--- config.mk ---
export PLATFORM = sky130hd
export DESIGN_NAME = vec_issue_queue
export DESIGN_NICKNAME = d
export VERILOG_FILES = /design/src/rtl/vec_pkg.sv /design/src/rtl/vec_instr_fifo.sv /design/src/rtl/vec_issue_queue.sv
export SDC_FILE = /design/constraint.sdc
export NUM_CORES = 1
export LEC_CHECK = 0
export BUFFER_PORTS_ARGS = -buffer_cell sky130_fd_sc_hd__buf_2
export CAP_MARGIN = 10
export CELL_PAD_IN_SITES_DETAIL_PLACEMENT = 2
export CELL_PAD_IN_SITES_GLOBAL_PLACEMENT = 2
export CORE_MARGIN = 4
export CORE_UTILIZATION = 44
export CTS_CLUSTER_DIAMETER = 120
export CTS_CLUSTER_SIZE = 24
export DETAILED_ROUTE_END_ITERATION = 12
export PLACE_DENSITY_LB_ADDON = 0.2
export SLEW_MARGIN = 10
export SYNTH_ARGS = -nofsm -noshare
export SYNTH_HDL_FRONTEND = slang
export SYNTH_SLANG_ARGS = --single-unit
--- constraint.sdc ---
create_clock -name clk_i -period 2.95 [get_ports clk_i]
set_input_delay 0 -clock clk_i [delete_from_list [all_inputs] [get_ports clk_i]]
set_output_delay 0 -clock clk_i [all_outputs]
set_load 0.1 [all_outputs]
--- src/rtl/vec_pkg.sv ---
// vec_pkg: opcodes, issue FSM states and opcode legality shared by the issue queue.
package vec_pkg;
  typedef enum logic [3:0] {
    e_add = 4'h0, e_sub = 4'h1, e_mul = 4'h2, e_fma = 4'h3,
    e_sadd = 4'h4, e_ssub = 4'h5, e_smul = 4'h6,
    e_read = 4'h8, e_write = 4'h9
  } op_e;
  typedef enum logic [1:0] {IDLE, ISSUE, WAIT} state_e;
  function automatic logic is_legal_op(input logic [3:0] op);
    return op inside {e_add, e_sub, e_mul, e_fma, e_sadd, e_ssub, e_smul, e_read, e_write};
  endfunction
endpackage

--- src/rtl/vec_instr_fifo.sv ---
// vec_instr_fifo: circular FIFO; wrap-bit pointers distinguish full from empty.
module vec_instr_fifo #(
  parameter int width_p = 36,
  parameter int els_p = 4,
  localparam int pw_lp = $clog2(els_p)
) (
  input  logic               clk_i,
  input  logic               reset_n_i,
  input  logic [width_p-1:0] data_i,
  input  logic               v_i,
  input  logic               yumi_i,
  output logic [width_p-1:0] data_o,
  output logic               full_o,
  output logic               empty_o
);
  logic [width_p-1:0] mem_r [els_p];
  logic [pw_lp:0] wp_r, rp_r;
  logic enq;
  assign empty_o = wp_r == rp_r;
  assign full_o = (wp_r[pw_lp] != rp_r[pw_lp]) && (wp_r[pw_lp-1:0] == rp_r[pw_lp-1:0]);
  assign enq = v_i && !full_o;
  assign data_o = mem_r[rp_r[pw_lp-1:0]];
  always_ff @(posedge clk_i) if (enq) mem_r[wp_r[pw_lp-1:0]] <= data_i;
  always_ff @(posedge clk_i or negedge reset_n_i)
    if (!reset_n_i) begin
      wp_r <= '0;
      rp_r <= '0;
    end else begin
      if (enq) wp_r <= wp_r + (pw_lp+1)'(1);
      if (yumi_i) rp_r <= rp_r + (pw_lp+1)'(1);
    end
endmodule

--- src/rtl/vec_issue_queue.sv ---
// vec_issue_queue: buffers packed vector instructions, drops illegal opcodes and
// issues one at a time, waiting for the unit's done before the next.
module vec_issue_queue import vec_pkg::*; #(
  parameter int els_p = 8,
  parameter int vlen_p = 4,
  parameter int vdw_p = 4,
  parameter int fifo_els_p = 4,
  localparam int aw_lp = (els_p > 1) ? $clog2(els_p) : 1,
  localparam int wd_lp = vlen_p * vdw_p,
  localparam int instr_width_lp = 4 + 4*aw_lp + vdw_p + wd_lp
) (
  input  logic                      clk_i,
  input  logic                      reset_n_i,
  input  logic [instr_width_lp-1:0] instr_i,
  input  logic                      v_i,
  output logic                      ready_o,
  output logic [3:0]                op_o,
  output logic [aw_lp-1:0]          addrA_o,
  output logic [aw_lp-1:0]          addrB_o,
  output logic [aw_lp-1:0]          addrC_o,
  output logic [aw_lp-1:0]          addrD_o,
  output logic [vdw_p-1:0]          scalar_o,
  output logic [wd_lp-1:0]          w_data_o,
  output logic                      issue_v_o,
  input  logic                      unit_ready_i,
  input  logic                      unit_done_i,
  output logic                      busy_o,
  output logic                      illegal_o,
  output logic [15:0]               issued_count_o
);
  logic [instr_width_lp-1:0] head;
  logic full, empty, legal, pop;
  state_e state_r, state_n;
  vec_instr_fifo #(.width_p(instr_width_lp), .els_p(fifo_els_p)) fifo (
    .clk_i, .reset_n_i, .data_i(instr_i), .v_i, .yumi_i(pop),
    .data_o(head), .full_o(full), .empty_o(empty)
  );
  assign legal = is_legal_op(head[instr_width_lp-1 -: 4]);
  // Illegal heads are discarded even while the unit is not ready.
  assign pop = state_r == IDLE && !empty && (!legal || unit_ready_i);
  assign ready_o = !full;
  assign issue_v_o = state_r == ISSUE;
  assign busy_o = state_r != IDLE || !empty;
  always_comb
    state_n = state_r == IDLE  ? ((!empty && legal && unit_ready_i) ? ISSUE : IDLE) :
              state_r == ISSUE ? WAIT :
              (unit_done_i ? IDLE : WAIT);
  always_ff @(posedge clk_i or negedge reset_n_i)
    if (!reset_n_i) begin
      state_r <= IDLE;
      {op_o, addrD_o, addrA_o, addrB_o, addrC_o, scalar_o, w_data_o} <= '0;
      issued_count_o <= '0;
      illegal_o <= 1'b0;
    end else begin
      state_r <= state_n;
      if (pop && legal) {op_o, addrD_o, addrA_o, addrB_o, addrC_o, scalar_o, w_data_o} <= head;
      if (issue_v_o) issued_count_o <= issued_count_o + 16'd1;
      if (pop && !legal) illegal_o <= 1'b1;
    end
endmodule

==> impl_metrics.csv, run 1 <==
group,metric,value,unit
drt,dr.pass1.iters,4,
drt,detail_route.wl_per_cell,22.7,µm
global_route,grt_pass1_vias,4675,
cts,ctsHoldBuffers,39,
setup_path,path_cells,"buf_4 > xor2_1 > o31a_1 > and2_2 > buf_4",
timing,tns,0,ns
global_route,grt_usage,0.178,
min_path,min_path_type,"in -> reg",
timing,tightest_slew,0.836,ns
run,max_cap_viol_count,0,
logic_synthesis,synth_top_area_cell,"edfxtp_1",
timing,min_period,2.51,ns
setup_path,timing.rr.start,"fifo.rp_r[0]",
cts,cts-root-buf,"clkbuf_16",
timing,slew_headroom,0.442,
setup_path,critPathMostFrequentCell,"buf_4",
layout,final_util,0.544,
logic_synthesis,synthCells,377,
timing,hold_viol_final,0,
floorplanning,chipWidth,142,µm
logic_synthesis,synth_cell_types,34,
setup_path,setup.worst_path.class,"reg -> reg",
setup_path,slowest_stage,"and2_2",
floorplanning,die_h,142,µm
logic_synthesis,synth_area_per_cell,20.9,µm²
global_route,grt_pass1_wl,27300,µm
min_path,min_to,"fifo.wp_r[1]",
cts,numCtsBuffers,12,
logic_synthesis,ys_ff_latch,205,
status,outcome,"completed",
cts,htreeDepth,1,
setup_path,critPathMaxStageDelay,0.52,ns
logic_synthesis,ys_seq_area_frac,0.744,
floorplanning,core,0.0174,mm²
global_route,grt_max_degree,62,
cts,cts_tree,"done",
layout,antenna-diode-count,0,
place,routabilityCongestion,0.698,
setup_path,cp-start-kind,"flop",
setup_path,worstPathRequired,3.14,ns
layout,num-nets-final,576,
logic_synthesis,netlist_area,0.00787,mm²
logic_synthesis,synth_top_area_frac,0.550,
setup_path,critPathCaptureType,"flop",
floorplanning,initial_core_util,0.452,
drt,post-route-drc-count,0,
drt,via_per_inst,5.25,
setup_path,cpLargestDelayFamily,"buffers and inverters",
cts,cts_buffer_depth,3,
layout,final_area,0.00948,mm²
min_path,holdCritStartpoint,"v_i",
global_route,antenna_found_initial,0,
setup_path,r2r_end,"fifo.mem_r[0][20]",
timing,max_freq,0.399,GHz
floorplanning,std_cell_rows,48,
drt,wl,17200,µm
cts,cts_sinks,205,
place,place.detailed.hpwl,11200,µm
setup_path,crit_buf_inv,2,
cts,post-cts-setup-buffer-count,0,
setup_path,worstPathArrival,2.69,ns
timing,rsz0062_at_grt,"false",
logic_synthesis,yosys_warnings,0,
setup_path,reg2reg_depth,5,
layout,final_common_cell,"edfxtp_1",
place,dpl_cell_area,0.00872,mm²
drt,dr.first_iter.drc_count,212,
setup_path,rrSetupSlack,0.44,ns
drt,vias,3987,
layout,final_cell_mix,"edfxtp_1, buf_2, dfrtp_1, dlygate4sd3_1, mux4_2",
place,port-buffer-count,96,
logic_synthesis,synth_area_leaders,"edfxtp_1, dfrtp_1, mux4_2",
layout,area_growth,20.4,%
logic_synthesis,syn_nets,424,
cts,cts_resized,0,
global_route,overflow,0,
timing,setup_violations,0,
cts,clk-insertion-delay-late,0.47,ns
setup_path,worstPathMaxFanout,16,
cts,clk_pin_slew,0.11,ns
layout,drive_gt1_frac,0.385,
timing,fin_crit_sh,0.850,
floorplanning,ios,97,
drt,ant_nets,0,
floorplanning,die_area,0.0201,mm²
min_path,holdPathStages,3,
timing,fin_skew,0.0252,ns
timing,drv_slew,0,
[state kept, by name, summed over array words and instances, names as in the netlist]
| signal | flops |
|---|---|
| op_o | 4 |
| fifo.rp_r | 3 |
| state_r | 2 |
| fifo.wp_r | 3 |
| illegal_o | 1 |
| w_data_o | 16 |
| issued_count_o | 16 |
| addrD_o | 3 |
| addrA_o | 3 |
| fifo.mem_r | 144 |
| addrC_o | 3 |
| addrB_o | 3 |
| scalar_o | 4 |
[worst register-to-register path, stage by stage, from the launching register on]
cell and delay [ns]:
dfrtp_2 0.49, buf_4 0.35, xor2_1 0.28, o31a_1 0.33
and2_2 0.52, buf_4 0.26
[worst max-delay path by stage]
| stage | start | to | cells past startpoint |
|---|---|---|---|
| floorplan | fifo.rp_r[0] | fifo.mem_r[3][0] | 4 |
| global placement | fifo.rp_r[0] | w_data_o[11] | 6 |
| CTS | fifo.rp_r[0] | fifo.mem_r[0][20] | 5 |
| detailed placement | fifo.rp_r[0] | addrD_o[2] | 6 |
| global route | fifo.rp_r[0] | fifo.mem_r[0][20] | 5 |
| finish | fifo.rp_r[0] | fifo.mem_r[0][20] | 5 |
[cells by family (layout without fill, tap and decap cells)]
logic type	after synthesis	count (layout)	synth area share
simple gates	39	39	0.0273
fa+ha+maj	6	6	0.00954
buf+inv	20	178	0.0135
mux	73	73	0.170
compound gates	9	9	0.00843
flops	205	205	0.744
xor+xnor	25	25	0.0278
[synth_stat cells]
cell type	number
edfxtp_1	144
dfrtp_1	61
mux4_2	36
mux2_4	29
xnor2_1	14
xor2_1	11
nand2_1	10
inv_1	9
mux2_2	8
ha_1	6
nand3_1	5
nor3_1	5
and2_1	4
buf_2	4
nand4_1	4
nor2_1	4
buf_6	3
clkbuf_1	2
o31a_1	2
or3_1	2
a21o_1	1
a21oi_1	1
a311oi_1	1
a31oi_1	1
and3_1	1
buf_1	1
buf_4	1
nand2b_1	1
nand3_2	1
nand4_4	1
nor4_1	1
o21ai_0	1
o21ai_2	1
o31ai_1	1
[layout make-up]
class | instances | area [µm²]
Fill cell | 1534 | 7940
Sequential cell | 205 | 5850
Multi-Input combinational cell | 152 | 1920
Timing Repair Buffer | 149 | 1030
Clock buffer | 19 | 348
Tap cell | 225 | 282
Inverter | 9 | 33.8
Clock inverter | 1 | 16.3
[layer usage]
layer,up-vias,share of wire,track usage
li1,1774,-,-
met1,2120,0.42,0.231
met2,76,0.53,0.321
met3,17,0.036,0.0246
met4,0,0.013,0.0389
met5,-,0,0
[metrics by stage]
step | instances | hold WS [ns] | worst slack [ns]
floorplan | 377 | -0.296 | 0.530
global placement | 701 | 0.166 | 0.533
detailed placement | 701 | 0.187 | 0.447
CTS | 760 | 0.0174 | 0.368
global route | 760 | 0.0537 | 0.206
finish | 760 | 0.0379 | 0.441
Power of run 1 is left out: the tool's default activity adds up to more than one toggle a clock period on the data nets, which glitch-free logic cannot reach.
==> run 2: changes to the inputs <==
- RECOVER_POWER: default -> 25
==> impl_metrics.csv, run 2 (same netlist as run 1, synthesis figures left out) <==
group,metric,value,unit
status,outcome,"completed",
drt,wl,17300,µm
timing,rsz0062_at_grt,"false",
global_route,grt_max_degree,62,
setup_path,timing.rr.start,"fifo.rp_r[0]",
setup_path,crit_buf_inv,2,
run,max_cap_viol_count,0,
layout,final_common_cell,"edfxtp_1",
drt,dr.first_iter.drc_count,193,
setup_path,worstPathRequired,3.13,ns
place,place.detailed.hpwl,11200,µm
layout,multi_input_area,0.00192,mm²
place,dpl_cell_area,0.00872,mm²
setup_path,crit_start,"fifo.rp_r[0]",
setup_path,critPathMaxStageDelay,0.52,ns
layout,antenna-diode-count,0,
floorplanning,initial_core_util,0.452,
cts,clk-insertion-delay-late,0.47,ns
layout,fillers,1556,
timing,slew_headroom,0.442,
setup_path,path_cells,"buf_4 > xor2_1 > o31a_1 > and2_2 > buf_4",
cts,cts_resized,0,
drt,dr.pass1.iters,4,
floorplanning,std_cell_rows,48,
layout,final_area,0.00944,mm²
setup_path,cp-start-kind,"flop",
floorplanning,core,0.0174,mm²
cts,post-cts-setup-buffer-count,0,
layout,largest_reg_flops,144,
setup_path,slowest_stage,"and2_2",
global_route,grt_pass1_wl,27300,µm
layout,num-nets-final,576,
timing,hold_viol_final,0,
drt,detail_route.wl_per_cell,22.7,µm
place,port-buffer-count,96,
drt,post-route-drc-count,0,
setup_path,worstPathMaxFanout,16,
setup_path,critPathMostFrequentCell,"buf_4",
drt,ant_nets,0,
timing,tightest_slew,0.837,ns
layout,regArea,0.00585,mm²
place,routabilityCongestion,0.698,
setup_path,rrSetupSlack,0.44,ns
timing,tns,0,ns
cts,cts_tree,"done",
timing,drv_slew,0,
global_route,grt_pass1_vias,4675,
layout,final_cell_mix,"edfxtp_1, buf_2, dfrtp_1, dlygate4sd3_1",
layout,drive_gt1_frac,0.329,
cts,htreeDepth,1,
global_route,grt_usage,0.178,
cts,cts_sinks,205,
global_route,overflow,0,
floorplanning,die_h,142,µm
cts,clk_pin_slew,0.11,ns
timing,min_period,2.51,ns
min_path,holdCritStartpoint,"v_i",
setup_path,cpLargestDelayFamily,"buffers and inverters",
layout,area_growth,20.0,%
timing,max_freq,0.398,GHz
floorplanning,ios,97,
setup_path,worstPathArrival,2.69,ns
floorplanning,chipWidth,142,µm
global_route,antenna_found_initial,0,
drt,via_per_inst,5.25,
cts,numCtsBuffers,12,
timing,fin_crit_sh,0.851,
min_path,min_path_type,"in -> reg",
cts,cts_buffer_depth,3,
drt,vias,3993,
timing,fin_skew,0.0239,ns
setup_path,critPathCaptureType,"flop",
setup_path,setup.worst_path.class,"reg -> reg",
floorplanning,die_area,0.0201,mm²
timing,setup_violations,0,
cts,cts-root-buf,"clkbuf_16",
-- run 2: repair_timing --
action                     4_1_cts  5_1_grt
hold buffers                    39        0
setup endpoints to repair        0        0
hold endpoints to repair       208        0
-- run 2: cell type report --
type / count / share of cell area
repair buffers: 149 / 0.105
clock buffers: 19 / 0.0368
clock inverters: 1 / 0.00172
well taps: 225 / 0.0298
inverters: 9 / 0.00358
flip-flops and latches: 205 / 0.620
multi-input cells: 152 / 0.203
-- run 2: worst register-to-register path: cells and delay by family, from the launching register on --
| family | cells | cell delay (ns) |
|---|---|---|
| compound gates | 1 | 0.33 |
| flops | 1 | 0.49 |
| xor+xnor | 1 | 0.28 |
| buf+inv | 2 | 0.61 |
| simple gates | 1 | 0.52 |
-- run 2: routing by layer --
layer	up-vias	global-route usage	part of all wire
li1	1772	-	-
met1	2126	0.231	0.41
met2	78	0.321	0.54
met3	17	0.0246	0.036
met4	0	0.0389	0.013
met5	-	0	0
-- run 2: path summary, 6_finish.rpt --
check,end,cells past startpoint
min in group asynchronous,issued_count_o[15],2
setup reg to reg,fifo.mem_r[0][20],5
max in group asynchronous,fifo.rp_r[0],2
hold reg to reg,issued_count_o[15],1
setup / recovery,fifo.mem_r[0][20],5
hold / removal,fifo.wp_r[1],3
-- run 2: stage by stage --
stage,util,worst slack [ns],cells,hold slack [ns]
after global placement,0.501,0.533,701,0.166
after CTS,0.544,0.368,760,0.0174
after global routing,0.542,0.206,760,0.0537
after detailed placement,0.501,0.447,701,0.187
after floorplan,-,0.530,377,-0.296
final,0.542,0.440,760,0.0393
Power of run 2 is left out for the same reason.
